### config.mk
export PLATFORM = sky130hd
export DESIGN_NAME = calc_op_sequencer
export DESIGN_NICKNAME = d
export VERILOG_FILES = /design/src/rtl/calc_op_sequencer_pkg.sv /design/src/rtl/calc_op_sequencer_btn_debounce.sv /design/src/rtl/calc_op_sequencer.sv
export SDC_FILE = /design/constraint.sdc
export NUM_CORES = 1
export LEC_CHECK = 0
export BUFFER_PORTS_ARGS = -buffer_cell sky130_fd_sc_hd__buf_2
export CAP_MARGIN = 20
export CORE_MARGIN = 2
export CORE_UTILIZATION = 45
export CTS_BUF_LIST = sky130_fd_sc_hd__clkbuf_16
export DETAILED_ROUTE_END_ITERATION = 6
export PLACE_DENSITY = 0.77
export SLEW_MARGIN = 20
export SYNTH_ARGS = -nofsm -noshare
export SYNTH_HDL_FRONTEND = slang
export SYNTH_SLANG_ARGS = --single-unit
### constraint.sdc
create_clock -name clk -period 4.3 [get_ports clk]
set_input_delay 0.215 -clock clk [delete_from_list [all_inputs] [get_ports clk]]
set_output_delay 0.215 -clock clk [all_outputs]
set_load 0.01 [all_outputs]
### src/rtl/calc_op_sequencer_pkg.sv
// Shared opcode encodings, FSM state encodings and display limits for the
// calculator operation sequencer.
package calc_op_sequencer_pkg;

   localparam logic [2:0] OP_ADD = 3'b000;
   localparam logic [2:0] OP_SUB = 3'b001;
   localparam logic [2:0] OP_MUL = 3'b010;
   localparam logic [2:0] OP_DIV = 3'b011;
   localparam logic [2:0] OP_REM = 3'b100;

   localparam logic [1:0] ST_IDLE   = 2'd0;
   localparam logic [1:0] ST_ISSUE  = 2'd1;
   localparam logic [1:0] ST_WAIT   = 2'd2;
   localparam logic [1:0] ST_COMMIT = 2'd3;

   localparam int unsigned MAX_MAG_DEFAULT = 999;

   // Every opcode with the top bit set is a remainder.
   function automatic logic is_rem(input logic [2:0] op);
      return op[2];
   endfunction

endpackage

### src/rtl/calc_op_sequencer_btn_debounce.sv
// Centre-button conditioner: 2-flop synchroniser, stability counter and a
// one-cycle pulse on the rising edge of the debounced level.
module calc_op_sequencer_btn_debounce #(
   parameter int unsigned DEB_CYCLES = 1_000_000
) (
   input  logic clk,
   input  logic rst,
   input  logic btn_raw,
   output logic press_o
);

   localparam int unsigned CW = $clog2(DEB_CYCLES + 1);

   logic          sync1_q;
   logic          sync2_q;
   logic          stable_q;
   logic          stable_prev_q;
   logic [CW-1:0] cnt_q;

   // The counter only runs while the synchronised input disagrees with the
   // accepted level; any agreement restarts the stability window.
   always_ff @(posedge clk) begin
      if (rst) begin
         sync1_q       <= 1'b0;
         sync2_q       <= 1'b0;
         stable_q      <= 1'b0;
         stable_prev_q <= 1'b0;
         cnt_q         <= '0;
      end else begin
         sync1_q       <= btn_raw;
         sync2_q       <= sync1_q;
         stable_prev_q <= stable_q;
         if (sync2_q != stable_q) begin
            if (cnt_q == CW'(DEB_CYCLES - 1)) begin
               stable_q <= sync2_q;
               cnt_q    <= '0;
            end else begin
               cnt_q <= cnt_q + 1'b1;
            end
         end else begin
            cnt_q <= '0;
         end
      end
   end

   assign press_o = stable_q & ~stable_prev_q;

endmodule

### src/rtl/calc_op_sequencer.sv
// One calculator operation per debounced press: latch operands, strobe the
// shared ALU, wait for done (or time out), commit to display/accumulator.
module calc_op_sequencer
   import calc_op_sequencer_pkg::*;
#(
   parameter int unsigned DEB_CYCLES = 1_000_000,
   parameter int unsigned TIMEOUT    = 64,
   parameter int unsigned MAX_MAG    = MAX_MAG_DEFAULT
) (
   input  logic        clk,
   input  logic        rst,
   input  logic        btn_raw,
   input  logic        chain_en,
   input  logic [2:0]  op_sel,
   input  logic [4:0]  a_mag,
   input  logic        a_neg,
   input  logic [4:0]  b_mag,
   input  logic        b_neg,
   output logic        alu_start,
   output logic [2:0]  alu_op,
   output logic [15:0] alu_a,
   output logic        alu_a_neg,
   output logic [15:0] alu_b,
   output logic        alu_b_neg,
   input  logic        alu_done,
   input  logic [15:0] alu_result,
   input  logic        alu_neg,
   input  logic        alu_err,
   output logic [15:0] disp_value,
   output logic        disp_neg,
   output logic        disp_err,
   output logic        busy
);

   localparam int unsigned TW = $clog2(TIMEOUT + 1);

   logic          press;
   logic          chain_rise;

   logic [1:0]    state_q,      state_d;
   logic [2:0]    alu_op_q,     alu_op_d;
   logic [15:0]   alu_a_q,      alu_a_d;
   logic          alu_a_neg_q,  alu_a_neg_d;
   logic [15:0]   alu_b_q,      alu_b_d;
   logic          alu_b_neg_q,  alu_b_neg_d;
   logic [TW-1:0] tmo_q,        tmo_d;
   logic [15:0]   res_mag_q,    res_mag_d;
   logic          res_neg_q,    res_neg_d;
   logic          res_err_q,    res_err_d;
   logic [15:0]   disp_value_q, disp_value_d;
   logic          disp_neg_q,   disp_neg_d;
   logic          disp_err_q,   disp_err_d;
   logic [15:0]   acc_mag_q,    acc_mag_d;
   logic          acc_neg_q,    acc_neg_d;
   logic          chain_q,      chain_d;
   logic          skip_acc_q,   skip_acc_d;

   calc_op_sequencer_btn_debounce #(
      .DEB_CYCLES (DEB_CYCLES)
   ) u_debounce (
      .clk     (clk),
      .rst     (rst),
      .btn_raw (btn_raw),
      .press_o (press)
   );

   assign chain_rise = chain_en & ~chain_q;

   always_comb begin
      state_d      = state_q;
      alu_op_d     = alu_op_q;
      alu_a_d      = alu_a_q;
      alu_a_neg_d  = alu_a_neg_q;
      alu_b_d      = alu_b_q;
      alu_b_neg_d  = alu_b_neg_q;
      tmo_d        = tmo_q;
      res_mag_d    = res_mag_q;
      res_neg_d    = res_neg_q;
      res_err_d    = res_err_q;
      disp_value_d = disp_value_q;
      disp_neg_d   = disp_neg_q;
      disp_err_d   = disp_err_q;
      acc_mag_d    = acc_mag_q;
      acc_neg_d    = acc_neg_q;
      chain_d      = chain_en;
      skip_acc_d   = skip_acc_q;

      case (state_q)
         ST_IDLE: begin
            tmo_d = '0;
            if (press) begin
               state_d     = ST_ISSUE;
               alu_op_d    = op_sel;
               alu_b_d     = {11'b0, b_mag};
               alu_b_neg_d = b_neg;
               // A chain that starts this very cycle begins from a cleared accumulator.
               if (chain_en) begin
                  alu_a_d     = chain_rise ? 16'd0 : acc_mag_q;
                  alu_a_neg_d = chain_rise ? 1'b0  : acc_neg_q;
               end else begin
                  alu_a_d     = {11'b0, a_mag};
                  alu_a_neg_d = a_neg;
               end
            end
         end
         ST_ISSUE, ST_WAIT: begin
            if (alu_done) begin
               state_d   = ST_COMMIT;
               res_mag_d = alu_result;
               res_neg_d = alu_neg & ~is_rem(alu_op_q) & (alu_result != 16'd0);
               res_err_d = alu_err | (alu_result > 16'(MAX_MAG));
            end else if (state_q == ST_ISSUE) begin
               state_d = ST_WAIT;
               tmo_d   = '0;
            end else if (tmo_q == TW'(TIMEOUT - 1)) begin
               state_d   = ST_COMMIT;
               res_err_d = 1'b1;
            end else begin
               tmo_d = tmo_q + 1'b1;
            end
         end
         default: begin
            state_d    = ST_IDLE;
            skip_acc_d = 1'b0;
            if (res_err_q) begin
               disp_err_d = 1'b1;
            end else begin
               disp_value_d = res_mag_q;
               disp_neg_d   = res_neg_q;
               disp_err_d   = 1'b0;
               if (chain_en && !skip_acc_q && !chain_rise) begin
                  acc_mag_d = res_mag_q;
                  acc_neg_d = res_neg_q;
               end
            end
         end
      endcase

      if (!chain_en || chain_rise) begin
         acc_mag_d = 16'd0;
         acc_neg_d = 1'b0;
      end
      // An operation already in flight when chaining starts goes to the display only.
      if (chain_rise && state_q != ST_COMMIT) begin
         disp_value_d = 16'd0;
         disp_neg_d   = 1'b0;
         disp_err_d   = 1'b0;
         if (state_q != ST_IDLE) skip_acc_d = 1'b1;
      end
   end

   always_ff @(posedge clk) begin
      if (rst) begin
         state_q      <= ST_IDLE;
         alu_op_q     <= 3'd0;
         alu_a_q      <= 16'd0;
         alu_a_neg_q  <= 1'b0;
         alu_b_q      <= 16'd0;
         alu_b_neg_q  <= 1'b0;
         tmo_q        <= '0;
         res_mag_q    <= 16'd0;
         res_neg_q    <= 1'b0;
         res_err_q    <= 1'b0;
         disp_value_q <= 16'd0;
         disp_neg_q   <= 1'b0;
         disp_err_q   <= 1'b0;
         acc_mag_q    <= 16'd0;
         acc_neg_q    <= 1'b0;
         chain_q      <= 1'b0;
         skip_acc_q   <= 1'b0;
      end else begin
         state_q      <= state_d;
         alu_op_q     <= alu_op_d;
         alu_a_q      <= alu_a_d;
         alu_a_neg_q  <= alu_a_neg_d;
         alu_b_q      <= alu_b_d;
         alu_b_neg_q  <= alu_b_neg_d;
         tmo_q        <= tmo_d;
         res_mag_q    <= res_mag_d;
         res_neg_q    <= res_neg_d;
         res_err_q    <= res_err_d;
         disp_value_q <= disp_value_d;
         disp_neg_q   <= disp_neg_d;
         disp_err_q   <= disp_err_d;
         acc_mag_q    <= acc_mag_d;
         acc_neg_q    <= acc_neg_d;
         chain_q      <= chain_d;
         skip_acc_q   <= skip_acc_d;
      end
   end

   assign alu_start  = (state_q == ST_ISSUE);
   assign alu_op     = alu_op_q;
   assign alu_a      = alu_a_q;
   assign alu_a_neg  = alu_a_neg_q;
   assign alu_b      = alu_b_q;
   assign alu_b_neg  = alu_b_neg_q;
   assign disp_value = disp_value_q;
   assign disp_neg   = disp_neg_q;
   assign disp_err   = disp_err_q;
   assign busy       = (state_q != ST_IDLE);

endmodule

==> results.toml, run 1 <==
[clock_tree]
path_clk_slew_ns = 0.05
cts_resized = 0
cts_hold_buf = 0
cts_max_level = 4
cts.sinks = 114
cts_tree = "done"
cts_setup_buffers = 0
numCtsBuffers = 17
cts_buffer_depth = 2
clk_latency_ns = 0.41
root_buffer = "clkbuf_16"

[yosys]
ys_top_cells_by_area = "dfxtp_1 49%, nand2_1 11%, a21oi_1 8.0%, nor2_1 3.4%, nand3_1 2.4%"
synth_area_leader_cell = "dfxtp_1"
synth-seq-area-share = 0.493
synth_enable_flop_cells = 0
synthTopCellsByCount = "131 x nand2_1, 114 x dfxtp_1, 74 x a21oi_1"
synth_ff_type = "dfxtp_1"
yosysUniqueCellTypes = 50
yosysWarnings = 0
netlist_instances = 562
synth_top_area_frac = 0.493
async_reset_ff_frac = 0
yosysMostFrequentCell = "nand2_1"
synth_seq_cells = 114
synthesis.area_mm2 = 0.00463
synth.avg_cell_area_um2 = 8.23

[detailed_routing]
num_vias = 4171
avgRoutedWirePerCell_um = 14.5
vias_per_cell = 5.33
antenna_left = 0
drtIter0Drc = 305
first_pass_iters = 4
wl_mm = 11.3
drc = 0

[power_and_ir_drop]
irDropWorstVdd_v = 0.000260
p_per_area_mw_per_mm2 = 535
p_leak_nw = 2.10

[min_path]
hold_path.startpoint = "btn_raw"
holdCritPathClass = "primary input to flop"

[sta]
maxSlewHeadroom = 0.442
timing.fmax_ghz = 0.408
final.setup.tns_ns = 0
min_period_ns = 2.45
whs_ns = 0.0386
clock_skew_ns = 0.00923
maxSlewViolCount = 0
rsz0062_at_grt = "false"
hold_viol = 0
setup_slack_ns = 1.85
worstMarginPinSlew_ns = 0.835
setup_viol = 0
final.period_utilization = 0.570

[floorplanning]
dieArea_mm2 = 0.0111
die_x_um = 105
ios = 95
rows = 37
start_util = 0.456
die_h_um = 105
core_area_mm2 = 0.0101

[worst_setup_path]
timing.rr.start = "u_debounce.cnt_q[10]"
cp_num_cells = 4
start_kind = "flop"
ff2ff_path_depth = 4
cp_num_buf_inv = 0
crit_chain = "or4b_1, or4_4, o211ai_2, nor2_1"
r2r_slack_ns = 1.85
cp.required_ns = 4.55
crit_path_top_delay_cell = "o211ai_2"
r2r_end = "u_debounce.cnt_q[9]"
cp.arrival_ns = 2.70
crit_type = "flop to flop"
cpLargestDelayFamily = "simple AND/OR/NAND/NOR gates"
endpoint_kind = "flop"
setup.worst_path.start = "u_debounce.cnt_q[10]"
endpoint = "u_debounce.cnt_q[9]"
cp_max_fo = 20
cp_slowest_stage_delay_ns = 0.68

[finish]
drive_gt1_frac = 0.199
num_antenna_cells = 0
num-fill-cells = 889
syn_to_final_growth_pct = 22.4
nNetsFinal = 677

[placed_design]
hpwl_mm = 7.49
io_buffer_count = 83
dp_slack_ns = 1.89
place_congestion = 0.874

[flow_run]
maxCapViolations = 0

[run_status]
status = "finished clean"

[grt]
grt_pass1_vias = 4129
use_met3 = 0.0575
gr-usage-met2 = 0.353
antenna_found_initial = 0
grt_max_degree = 48
grt_first_pass_wirelength_mm = 19.0
grt.total_usage = 0.212
grt_overflow_total = 0
met1_usage = 0.251
top_usage_layer = "met2"
==> flip-flops by register name, summed over array words and instances (netlist names), 2 cells and up <==
register / count
u_debounce.cnt_q: 20
acc_mag_q: 16
alu_a: 16
disp_value: 16
res_mag_q: 16
tmo_q: 7
alu_b: 5
alu_op: 3
state_q: 2
==> report_power, final <==
group / internal [mW] / total [mW] / switching (mW)
Clock: 0.871 / 1.42 / 0.548
Combinational: 0.160 / 0.463 / 0.304
Sequential: 1.11 / 1.15 / 0.0418
Total: 2.14 / 3.03 / 0.894
==> worst min path at each step <==
stage / endpoint / slack, ns / cells after the start
final: u_debounce.sync1_q / 0.04 / 2
after global routing: u_debounce.sync1_q / 0.03 / 2
after CTS: u_debounce.sync1_q / 0.02 / 2
after detailed placement: u_debounce.cnt_q[0] / 0.44 / 1
after global placement: u_debounce.cnt_q[0] / 0.42 / 1
after floorplan: u_debounce.sync1_q / 0.34 / 1
==> placed cells by master, fill, tap and decap left out, types with 3 or more instances in the layout <==
cell,count
a21oi_1,74
a311oi_1,7
a32o_1,8
buf_2,83
buf_4,3
clkbuf_16,17
clkinv_4,3
conb_1,11
dfxtp_1,114
ha_1,5
inv_1,9
inv_6,4
inv_8,3
mux2i_1,3
nand2_1,131
nand2b_1,12
nand3_1,22
nand4_1,8
nor2_1,42
nor2b_1,6
nor3_1,7
nor4_1,7
o21ai_0,7
o31ai_1,3
or2_2,3
or3_1,4
or4_1,4
xnor2_1,7
xor2_1,9
==> layer usage <==
metal  up-vias  part of all wire
li1       2044                 -
met1      1947              0.41
met2       155              0.49
met3        25             0.071
met4         0             0.027
met5         -                 0
==> cell type report <==
type	count	area, um^2	area share
multi-input combinational	405	2130	0.377
clock inverter	15	173	0.0305
tap	136	170	0.0301
inverter	10	37.5	0.00663
sequential	114	2280	0.403
clock buffer	17	425	0.0752
timing repair buffer	86	438	0.0774
==> cell families (layout without fill, tap and decap cells) <==
logic type,Yosys count,after routing,synth area share
muxes,4,4,0.00893
AOI/OAI and AO/OA,110,110,0.144
buffers and inverters,53,128,0.0538
xor gates and xnor gates,16,16,0.0303
adders and majority gates,5,5,0.0135
and+or+nand+nor,259,259,0.256
other,1,11,0.000811
DFF,114,114,0.493
==> per-stage QoR <==
step / util / instances / area (um^2) / power (mW)
3_3_place_gp: 0.499 / 751 / 5060 / 1.61
2_1_floorplan: - / 572 / 4660 / 1.51
6_report: 0.558 / 783 / 5660 / 3.03
4_1_cts: 0.558 / 783 / 5660 / 3.05
5_1_grt: 0.558 / 783 / 5660 / 3.16
3_5_place_dp: 0.499 / 751 / 5060 / 1.63
==> worst reg2reg max path: stages, from the launching register on <==
cell	delay, ns
dfxtp_1	0.36
or4b_1	0.54
or4_4	0.54
o211ai_2	0.68
nor2_1	0.17
No activity file was read; power rests on OpenSTA's default activity.
==> run 2: changes to the inputs <==
Clock period 4.3 ns to 2.4 ns, I/O delays scaled along.
==> results.toml, run 2 (same netlist as run 1, synthesis figures left out) <==
[sta]
min_period_ns = 2.07
timing.fmax_ghz = 0.483
whs_ns = 0.0684
maxSlewViolCount = 0
final.period_utilization = 0.863
clock_skew_ns = 0.00910
setup_slack_ns = 0.330
setup_viol = 0
maxSlewHeadroom = 0.569
rsz0062_at_grt = "false"
worstMarginPinSlew_ns = 0.646
final.setup.tns_ns = 0
hold_viol = 0

[finish]
largest-register = "u_debounce.cnt_q"
nNetsFinal = 715
largest_reg_flops = 20
num-fill-cells = 822
final_area_mm2 = 0.00600
layout_common_cells = "131 x nand2_1, 114 x dfxtp_1, 83 x buf_2"
final_util = 0.592
layout_commonest_cell = "nand2_1"
syn_to_final_growth_pct = 29.7
stdcell_count = 822
drive_gt1_frac = 0.194

[detailed_routing]
avgRoutedWirePerCell_um = 14.6
antenna_left = 0
first_pass_iters = 5
vias_per_cell = 5.32
drtIter0Drc = 364
num_vias = 4374
drc = 0
wl_mm = 12.0

[clock_tree]
cts_setup_buffers = 0
cts_tree = "done"
clk_latency_ns = 0.41
cts.sinks = 114
cts_max_level = 4
numCtsBuffers = 17
path_clk_slew_ns = 0.06
cts_buffer_depth = 2
root_buffer = "clkbuf_16"

[power_and_ir_drop]
p_leak_nw = 2.24
power.total_mw = 5.39
clockPowerShare = 0.449
seq_power_share = 0.382
p_comb_frac = 0.169
swShare = 0.300
p_int_mw = 3.77
p_sw_mw = 1.62
p_per_area_mw_per_mm2 = 897
irDropWorstVdd_v = 0.000528

[grt]
antenna_found_initial = 1
grt_pass1_vias = 4192
grt.total_usage = 0.219
grt_overflow_total = 0
grt_max_degree = 47
grt_first_pass_wirelength_mm = 19.4

[run_status]
status = "finished clean"

[floorplanning]
die_h_um = 105
ios = 95
core_area_mm2 = 0.0101
start_util = 0.456
die_x_um = 105
dieArea_mm2 = 0.0111
rows = 37

[worst_setup_path]
cp_max_fo = 5
cp.arrival_ns = 2.36
r2r_slack_ns = 0.33
crit_type = "flop to flop"
ff2ff_path_depth = 6
cp.required_ns = 2.69
start_kind = "flop"
endpoint_kind = "flop"

[placed_design]
place_area_mm2 = 0.00510
dp_cells = 757
hpwl_mm = 7.49
io_buffer_count = 83
place_congestion = 0.901
dp_slack_ns = 0.382

[flow_run]
maxCapViolations = 0

[min_path]
holdCritPathClass = "primary input to flop"
holdPathStages = 3
[run 2: worst max-delay path, stage by stage (launching register included)]
cell and delay, ns:
dfxtp_1 0.35, inv_1 0.07, ha_1 0.22, or3b_2 0.48, o21ai_0 0.47, a21boi_0 0.21
mux2i_1 0.15
[run 2: what timing repair did]
item	in CTS	in global routing
endpoints found under the setup margin	0	0
gates resized for setup	0	0
hold buffers	32	0
hold endpoints to repair	32	0
[run 2: power groups by stage]
stage	logic, mW	clock network [mW]	registers, mW
2_1_floorplan	0.629	0	2.07
3_3_place_gp	0.808	0	2.09
3_5_place_dp	0.839	0	2.09
4_1_cts	0.891	2.45	2.05
5_1_grt	1.00	2.54	2.07
6_report	0.912	2.42	2.06
[run 2: worst paths after layout]
| path | start | endpoint |
|---|---|---|
| setup / recovery | state_q[1] | tmo_q[2] |
| hold / removal | alu_err | res_err_q |
| setup reg to reg | state_q[1] | tmo_q[2] |
| hold reg to reg | alu_op[1] | alu_op[1] |
[run 2: layout make-up]
cell class                 instances  area, um^2  area share
antenna                            1        2.50    0.000417
clock buffer                      17         425      0.0709
clock inverter                    15         148      0.0246
inverter                          10        37.5     0.00626
multi-input combinational        405        2130       0.355
sequential                       114        2280       0.380
tap                              136         170      0.0284
timing repair buffer             124         803       0.134
[run 2: routing by layer]
metal,share of wire,vias up,GRT usage
li1,-,2128,-
met1,0.41,2011,0.254
met2,0.49,203,0.371
met3,0.074,32,0.0649
met4,0.025,0,0.0981
met5,0,-,0
==> run 3: changes to the inputs <==
Settings changed: REMOVE_ABC_BUFFERS set to 1.
Clock period 2.4 ns to 2.2 ns, I/O delays scaled along.
==> results.toml, run 3 (same netlist as run 1, synthesis figures left out) <==
[run_status]
status = "finished clean"

[worst_setup_path]
cpLargestDelayFamily = "compound AO/OA/AOI/OAI gates"
r2r_end = "tmo_q[2]"
r2r_slack_ns = 0.10
cp.required_ns = 2.48
cp_num_buf_inv = 1
cp.arrival_ns = 2.38
ff2ff_path_depth = 6
cp_max_fo = 5
crit_chain = "inv_1, ha_1, or3b_2, o21ai_0, a21boi_0, mux2i_1"
cp_slowest_stage_delay_ns = 0.48
timing.rr.start = "state_q[1]"
crit_type = "flop to flop"
endpoint_kind = "flop"
crit_path_top_delay_cell = "or3b_2"
start_kind = "flop"

[min_path]
hold_path.startpoint = "alu_err"
holdCritPathClass = "primary input to flop"
min_to = "res_err_q"
holdPathStages = 3

[detailed_routing]
num_vias = 4365
vias_per_cell = 5.29
first_pass_iters = 5
antenna_left = 0
drtIter0Drc = 327
drc = 0
wl_mm = 12.0
avgRoutedWirePerCell_um = 14.6

[finish]
syn_to_final_growth_pct = 29.9
largest-register = "u_debounce.cnt_q"
layout_commonest_cell = "nand2_1"
layout_common_cells = "131 x nand2_1, 114 x dfxtp_1, 83 x buf_2"
nNetsFinal = 719
drive_gt1_frac = 0.190
num_antenna_cells = 0
largest_reg_flops = 20

[grt]
grt_pass1_vias = 4133
grt_first_pass_wirelength_mm = 19.7
grt.total_usage = 0.222
grt_overflow_total = 0
antenna_found_initial = 0
grt_max_degree = 47

[floorplanning]
die_x_um = 105
core_area_mm2 = 0.0101
dieArea_mm2 = 0.0111
rows = 37
ios = 95
die_h_um = 105
start_util = 0.456

[clock_tree]
clk_latency_ns = 0.41
cts_resized = 0
root_buffer = "clkbuf_16"
cts_setup_buffers = 0
cts_buffer_depth = 2
cts.sinks = 114
numCtsBuffers = 17
path_clk_slew_ns = 0.05
cts_max_level = 4
cts_tree = "done"

[placed_design]
hpwl_mm = 7.78
dp_slack_ns = 0.124
place_congestion = 0.891
io_buffer_count = 83

[sta]
rsz0062_at_grt = "false"
final.setup.tns_ns = 0
timing.fmax_ghz = 0.477
worstMarginPinSlew_ns = 0.578
setup_slack_ns = 0.104
whs_ns = 0.0346
maxSlewViolCount = 0
setup_viol = 0
min_period_ns = 2.10
clock_skew_ns = 0.00939
final.period_utilization = 0.953
maxSlewHeadroom = 0.613
hold_viol = 0

[power_and_ir_drop]
p_leak_nw = 2.27
p_per_area_mw_per_mm2 = 961
irDropWorstVdd_v = 0.000544
power.total_mw = 5.78

[flow_run]
maxCapViolations = 0
## run 3: routing by layer
metal  vias to the layer above  track usage  wire (um)
met5                         -            0          0
met4                         0        0.122        454
met3                        45       0.0563        740
met2                       186        0.351       5500
met1                      2008        0.276       5330
li1                       2126            -          -
## run 3: per-stage QoR
step	instance area, um^2	util	instances
2_1_floorplan	4450	-	529
3_5_place_dp	5130	0.506	761
6_report	6010	0.592	825
4_1_cts	6010	0.592	825
5_1_grt	6010	0.592	825
3_3_place_gp	5130	0.506	761
## run 3: cell type report
type                            count  area (um^2)
Multi-Input combinational cell    405         2130
Sequential cell                   114         2280
Tap cell                          136          170
Fill cell                         834         4130
Timing Repair Buffer              128          833
Clock inverter                     15          126
Inverter                           10         37.5
Clock buffer                       17          425
## run 3: timing repair
| action | 4_1_cts | 5_1_grt |
|---|---|---|
| setup endpoints to repair | 0 | 0 |
| endpoints found under the hold margin | 32 | 0 |
| hold buffers | 32 | 0 |
## run 3: how the worst max path moves through the flow
stage	slack, ns	from	to	cells after the start
floorplan	0.06	state_q[0]	acc_mag_q[0]	5
global placement	0.24	u_debounce.cnt_q[10]	u_debounce.cnt_q[3]	5
detailed placement	0.12	state_q[1]	tmo_q[2]	6
CTS	0.16	state_q[1]	tmo_q[2]	6
global route	0.006	state_q[1]	tmo_q[2]	6
finish	0.10	state_q[1]	tmo_q[2]	6
## run 3: power breakdown
group          total, mW  internal [mW]  leakage, nW  switching [mW]
logic              0.991          0.366         1.07           0.625
registers           2.26           2.17        0.921          0.0941
clock network       2.52           1.63        0.276           0.897
## run 3: worst min-delay path, delay by kind of cell
family | cells | cell delay, ns
AND/OR/NAND/NOR | 2 | 0.19
buffers and inverters | 1 | 0.09
